**config.mk**
```make
export PLATFORM = sky130hd
export DESIGN_NAME = issue_fifo
export DESIGN_NICKNAME = d
export VERILOG_FILES = /design/src/rtl/issue_fifo.sv
export SDC_FILE = /design/constraint.sdc
export NUM_CORES = 1
export LEC_CHECK = 0
export ABC_AREA = 1
export ABC_CLOCK_PERIOD_IN_PS = 4600
export BUFFER_PORTS_ARGS = -buffer_cell sky130_fd_sc_hd__buf_2
export CAP_MARGIN = 20
export CORE_MARGIN = 10
export CORE_UTILIZATION = 35
export DETAILED_ROUTE_END_ITERATION = 6
export PLACE_DENSITY_LB_ADDON = 0.25
export SLEW_MARGIN = 0
export SYNTH_ARGS = -nofsm -noshare
export SYNTH_HDL_FRONTEND = slang
export SYNTH_SLANG_ARGS = --single-unit
```
**constraint.sdc**
```tcl
create_clock -name clk_i -period 4.6 [get_ports clk_i]
set_input_delay 0.23 -clock clk_i [delete_from_list [all_inputs] [get_ports clk_i]]
set_output_delay 0.23 -clock clk_i [all_outputs]
set_load 0.005 [all_outputs]
```
**src/rtl/issue_fifo.sv**
```systemverilog
// Circular-buffer issue queue between id_stage and instr_reorder, with head and one-entry lookahead.
// Optional macro ISSUE_FIFO_BYPASS_EN: an entry arriving at an empty queue is presented in the same cycle.
module issue_fifo #(
    parameter int unsigned DEPTH   = 4,
    parameter type         entry_t = logic [31:0]
) (
    input  logic                     clk_i,
    input  logic                     rst_ni,
    input  logic                     flush_i,
    input  entry_t                   issue_entry_i,
    input  logic                     issue_entry_valid_i,
    input  logic                     is_ctrl_flow_i,
    output logic                     issue_instr_ack_o,
    output entry_t                   issue_entry_o,
    output logic                     issue_entry_valid_o,
    output logic                     is_ctrl_flow_o,
    input  logic                     issue_instr_ack_i,
    output entry_t                   next_entry_o,
    output logic                     next_valid_o,
    output logic [$clog2(DEPTH):0]   fill_level_o
);

    // Handshake: a transfer happens on a rising edge where valid and ack are both high.
    // Upstream ack depends only on registered occupancy, flush and reset, never on valid.
    localparam int unsigned PTR_W = $clog2(DEPTH);
    localparam int unsigned CNT_W = $clog2(DEPTH) + 1;
    localparam logic [CNT_W-1:0] FULL_C = CNT_W'(DEPTH);
    localparam logic [CNT_W-1:0] TWO_C  = CNT_W'(2);

    entry_t           mem_q [DEPTH];
    logic [DEPTH-1:0] ctrl_q;
    logic [PTR_W-1:0] rd_ptr_q, rd_ptr_d;
    logic [PTR_W-1:0] wr_ptr_q, wr_ptr_d;
    logic [PTR_W-1:0] rd_next;
    logic [CNT_W-1:0] count_q, count_d;
    logic             stored_valid;
    logic             bypass;
    logic             push;
    logic             pop;

    assign rd_next      = rd_ptr_q + 1'b1;
    assign stored_valid = rst_ni && !flush_i && (count_q != '0);

    // Reset gates ack combinationally so it reads 0 for the whole reset window.
    assign issue_instr_ack_o = rst_ni && !flush_i && (count_q < FULL_C);
    assign next_valid_o      = rst_ni && !flush_i && (count_q >= TWO_C);
    assign next_entry_o      = mem_q[rd_next];
    assign fill_level_o      = count_q;

`ifdef ISSUE_FIFO_BYPASS_EN
    assign bypass              = rst_ni && !flush_i && (count_q == '0) && issue_entry_valid_i;
    assign issue_entry_valid_o = stored_valid || bypass;
    assign issue_entry_o       = bypass ? issue_entry_i  : mem_q[rd_ptr_q];
    assign is_ctrl_flow_o      = bypass ? is_ctrl_flow_i : ctrl_q[rd_ptr_q];
`else
    assign bypass              = 1'b0;
    assign issue_entry_valid_o = stored_valid;
    assign issue_entry_o       = mem_q[rd_ptr_q];
    assign is_ctrl_flow_o      = ctrl_q[rd_ptr_q];
`endif

    // A bypassed entry consumed in its arrival cycle never touches storage.
    assign push = issue_entry_valid_i && issue_instr_ack_o && !(bypass && issue_instr_ack_i);
    assign pop  = stored_valid && issue_instr_ack_i;

    always_comb begin
        rd_ptr_d = rd_ptr_q;
        wr_ptr_d = wr_ptr_q;
        count_d  = count_q;
        if (flush_i) begin
            rd_ptr_d = '0;
            wr_ptr_d = '0;
            count_d  = '0;
        end else begin
            if (push) wr_ptr_d = wr_ptr_q + 1'b1;
            if (pop)  rd_ptr_d = rd_next;
            case ({push, pop})
                2'b10:   count_d = count_q + 1'b1;
                2'b01:   count_d = count_q - 1'b1;
                default: count_d = count_q;
            endcase
        end
    end

    always_ff @(posedge clk_i or negedge rst_ni) begin
        if (!rst_ni) begin
            rd_ptr_q <= '0;
            wr_ptr_q <= '0;
            count_q  <= '0;
        end else begin
            rd_ptr_q <= rd_ptr_d;
            wr_ptr_q <= wr_ptr_d;
            count_q  <= count_d;
        end
    end

    // Storage is left unreset; its contents only matter behind a valid flag.
    always_ff @(posedge clk_i) begin
        if (push) begin
            mem_q[wr_ptr_q]  <= issue_entry_i;
            ctrl_q[wr_ptr_q] <= is_ctrl_flow_i;
        end
    end

endmodule

```
# After elaboration in Yosys (flattened, before gate mapping)
# Memories as Yosys holds them, arrays and structs flattened.
# Index checks and enable logic that the tools add are counted.
# Widths: inputs -> output; s select.
[word_totals]
output_inout_bits = 71
regBits = 11
elab_cells = 41
mem_count = 1
ramBits = 128
in_bits = 38
[memory_table]
columns = ["name", "depth", "word_bits", "read_ports", "rd_ports_with_merged_regs", "write_ports", "line", "rtl"]
rows = [
  ["mem_q", 4, 32, 2, 0, 1, "30", "entry_t mem_q [DEPTH];"],
]
[classes]
n_reduce_logical = 12
muxes = 13
magnitude_cmp = 5
add_sub_neg = 4
n_eq_ne = 2
[ops]
columns = ["cell", "n"]
rows = [
  ["$mux 2", 4],
  ["$logic_and 1x1->1", 7],
  ["$lt 2x3->1 const B", 2],
  ["$pmux 3 s2", 1],
  ["$reduce_bool 3->1", 2],
  ["$add 2x1->2 const B", 2],
  ["$bwmux 4", 1],
  ["$mux 1", 4],
  ["$reduce_bool 2->1", 2],
  ["$add 3x1->3 const B", 1],
  ["$ge 3x2->1 const B", 1],
  ["$lt 3x3->1 const B", 1],
  ["$mux 3", 1],
  ["$sub 3x1->3 const B", 1],
  ["$bmux 1 s2", 1],
  ["$demux 1 s2", 1],
  ["$eq 2x1->1 const B", 1],
  ["$eq 2x2->1 const B", 1],
  ["$ge 2x1->1 const B", 1],
  ["$logic_not 1->1", 1],
]

# Logic depth before layout (Yosys ltp)
[logic_depth]
ltp_word = 7
depth_mapped = 11

# Worst setup path after synthesis
# OpenSTA, ideal clock, no wires.
[synth_timing]
path_type = "flip-flop to flip-flop"
startpoint = "reg count_q[2], in the netlist fill_level_o[2]"
endpoint = "reg ctrl_q[0] (enable)"
setup_time_ns = 0.423
path_slack_ns = 2.060
arrival_ns = 2.116
stages_incl_launch_ff = 4
cell_sequence = "dfrtp_1 > inv_2 > nand3_1 > nor2_1"
[synth_between]
elab_chain_cells = 3
[synth_rtl]
columns = ["item", "line", "rtl"]
rows = [
  ["start, declared", "35", "logic [CNT_W-1:0] count_q, count_d;"],
  ["start signal, assigned", "93", "count_q <= count_d;"],
  ["$lt 3x3->1", "45", "assign issue_instr_ack_o = rst_ni && !flush_i && (count_q < FULL_C);"],
  ["$logic_and 1x1->1", "45", ""],
  ["$logic_and 1x1->1", "63", "assign push = issue_entry_valid_i && issue_instr_ack_o && !(bypass && issue_instr_ack_i);"],
  ["end signal, assigned by index", "101", "ctrl_q[wr_ptr_q] <= is_ctrl_flow_i;"],
  ["end, declared", "31", "logic [DEPTH-1:0] ctrl_q;"],
]
# No other way between the ends.
# A chain may end at the register's enable or synchronous reset.

==> results.json <==
{
  "status": "completed",
  "end_kind": "output port",
  "path_class": "reg -> out",
  "synthSimpleGateAreaFrac_pct": 14.6,
  "r2r_setup_slack_ps": 2360,
  "cts_setup_buffers": 0,
  "fin_nets": 737,
  "synth_area_um2": 6300,
  "layout_common_cells": "nand2_1 (142), edfxtp_1 (132), o21ai_0 (108), buf_2 (108), nor2_1 (70)",
  "synth_nets": 642,
  "via_per_inst": 5.14,
  "p_leak_nw": 2.99,
  "htreeDepth": 4,
  "maxCapViolCount": 0,
  "syn_area_per_cell_um2": 10.5,
  "cts.sinks": 139,
  "cp-start-kind": "register",
  "grt_antenna_before_repair": 0,
  "wl_per_cell_um": 17.9,
  "grt.overflow.total": 0,
  "power_frac_comb_pct": 16.4,
  "drcViolationCount": 0,
  "p_per_area_nw_per_um2": 435,
  "report.final.slew_viol_count": 0,
  "track_usage_pct": 13.6,
  "worstHoldPathType": "in -> reg",
  "cts_buffers": 17,
  "synth-warning-count": 0,
  "num_vias": 4802,
  "timing.rr.start": "rd_ptr_q[0]",
  "hold_end": "mem_q[3][11]",
  "area_growth_pct": 21.1,
  "wl_um": 16700,
  "ff2ff_path_depth": 4,
  "design_area_um2": 7630,
  "grtUsageMet3_pct": 3.22,
  "power.switching_mw": 0.869,
  "synth_fa_ha_area_share_pct": 1.11,
  "fin_setup_tns_ps": 0,
  "synth-compound-area-share_pct": 14.1,
  "use_met1_pct": 15.6,
  "layout-drive-gt1-share_pct": 22.1,
  "place_area_um2": 6980,
  "grt_max_degree": 103,
  "switching_share_pct": 26.2,
  "final.setup_skew_ps": 8.45,
  "min_period_ps": 2910,
  "holdPathStages": 1,
  "fmax_mhz": 344,
  "rsz0062_at_grt": "no",
  "ys_seq_elements": 139,
  "num_rows": 49,
  "final_common_cell": "nand2_1",
  "diodes": 0,
  "synth_top_family_by_area": "simple AND/OR/NAND/NOR gates",
  "worstPathArrival_ps": 2680,
  "vdd_ir_drop_max_mv": 0.212,
  "cts_tree": "yes",
  "finalHoldViolCount": 0,
  "dr.pass1.iters": 4,
  "die_width_um": 154,
  "grt_pass1_vias": 4812,
  "insertion_delay_ps": 420,
  "initial_core_util_pct": 35.3,
  "rr_endpoint": "rd_ptr_q[1]",
  "io_pins": 109,
  "root_buffer": "clkbuf_16",
  "core_um2": 17800,
  "seqPwrFrac_pct": 44.0,
  "fillers": 1615,
  "cts.clk_slew.worst_paths_ps": 60,
  "crit_fanout": 102,
  "portBuffers": 108,
  "gp_congestion": 0.768,
  "hpwlAfterDp_um": 10300,
  "die_h_um": 154,
  "syn_inst": 599,
  "clk_path_buf_depth": 2,
  "pwr-share-clk_pct": 39.6,
  "slew_headroom_pct": 32.7,
  "die-area_um2": 23800,
  "drt_iter0_markers": 348,
  "drtAntennaViolNets": 0,
  "setup_violations": 0,
  "synth_xor_area_share_pct": 0.139,
  "synth_cell_type_count": 26,
  "post_cts_resized": 0,
  "intPower_mw": 2.45,
  "muxShareOfSynthArea_pct": 0,
  "worst-endpoint-required_ps": 4370,
  "grt_first_pass_wirelength_um": 25500,
  "ys_seq_area_share_pct": 65.7,
  "worst_pin_slew_ps": 1010,
  "gr-usage-met2_pct": 23.9,
  "hold_start": "issue_entry_i[11]",
  "post-route-period-util_pct": 63.3,
  "busiest_layer": "met2"
}
## worst max-delay path by stage
stage | startpoint | end | slack [ps]
finish | rd_ptr_q[0] | issue_entry_o[12] | 1690
floorplan | fill_level_o[2] | ctrl_q[0] | 2060
global route | rd_ptr_q[0] | issue_entry_o[22] | 1450
global placement | rst_ni | mem_q[0][17] | 2140
detailed placement | rst_ni | mem_q[1][17] | 2130
CTS | rd_ptr_q[0] | issue_entry_o[30] | 1690
## sequential cells by signal, summed over array words and instances (netlist names)
signal,cells
wr_ptr_q,2
rd_ptr_q,2
mem_q,128
ctrl_q,4
fill_level_o,3
## power groups by stage
stage               clock [mW]  combinational [mW]  sequential, mW
global route              1.39               0.614            1.47
detailed placement           0               0.551            1.49
CTS                       1.34               0.554            1.46
finish                    1.31               0.544            1.46
floorplan                    0               0.348            1.44
global placement             0               0.535            1.48
## area by class of cell
| type | count | area, um2 | share of cell area, % |
|---|---|---|---|
| Clock buffer | 21 | 440 | 5.77 |
| Clock inverter | 10 | 125 | 1.64 |
| Multi-Input combinational cell | 406 | 1920 | 25.2 |
| Timing Repair Buffer | 114 | 653 | 8.56 |
| Tap cell | 229 | 287 | 3.75 |
| Inverter | 16 | 62.6 | 0.820 |
| Sequential cell | 139 | 4140 | 54.3 |
## kinds of logic after synthesis
| kind of cell | Yosys count |
|---|---|
| and+or+nand+nor | 232 |
| adders and majority gates | 5 |
| AOI/OAI and AO/OA | 168 |
| xor gates and xnor gates | 1 |
| buffers and inverters | 54 |
| DFF | 139 |
## worst max-delay path: stages, from the launching register on
cell	delay [ps]
dfrtp_4	1050
inv_4	510
o21ai_0	350
o22ai_1	140
buf_2	150
## cells in the mapped netlist
cell type | count | area (um2)
a21oi_2 | 1 | 8.76
buf_2 | 15 | 75.1
buf_4 | 7 | 52.6
buf_6 | 3 | 33.8
clkbuf_1 | 11 | 41.3
clkbuf_2 | 2 | 10.0
dfrtp_1 | 7 | 175
edfxtp_1 | 132 | 3960
fa_1 | 1 | 20.0
ha_1 | 4 | 50.1
inv_1 | 12 | 45.0
inv_2 | 3 | 11.3
inv_4 | 1 | 6.26
nand2_1 | 142 | 533
nand2_2 | 1 | 6.26
nand2_4 | 1 | 11.3
nand3_1 | 5 | 25.0
nand3_2 | 2 | 20.0
nand4_1 | 4 | 25.0
nor2_1 | 74 | 278
nor2_2 | 2 | 12.5
nor2_4 | 1 | 11.3
o21ai_0 | 108 | 541
o21ai_1 | 26 | 130
o22ai_1 | 33 | 206
xor2_1 | 1 | 8.76
## stage by stage
step	total power [mW]	setup slack (ps)	util, %	cells	hold slack [ps]
final	3.32	1690	42.8	935	36.6
after global routing	3.47	1450	42.8	935	27.0
after CTS	3.35	1690	42.4	932	19.3
after detailed placement	2.04	2130	39.1	900	94.3
after global placement	2.02	2140	39.0	899	91.7
after floorplan	1.79	2060	-	599	-65.6
## metal layers
metal / vias to the layer above / wire length, um
met5: - / 0
met4: 0 / 211
met3: 13 / 792
met2: 134 / 8650
met1: 2341 / 7060
li1: 2314 / -
## what timing repair did
item / 4_1_cts / 5_1_grt
endpoints found under the hold margin: 7 / 0
setup endpoints to repair: 0 / 0
hold buffers: 1 / 0
Note: power is estimated with default switching activity, not from simulation.
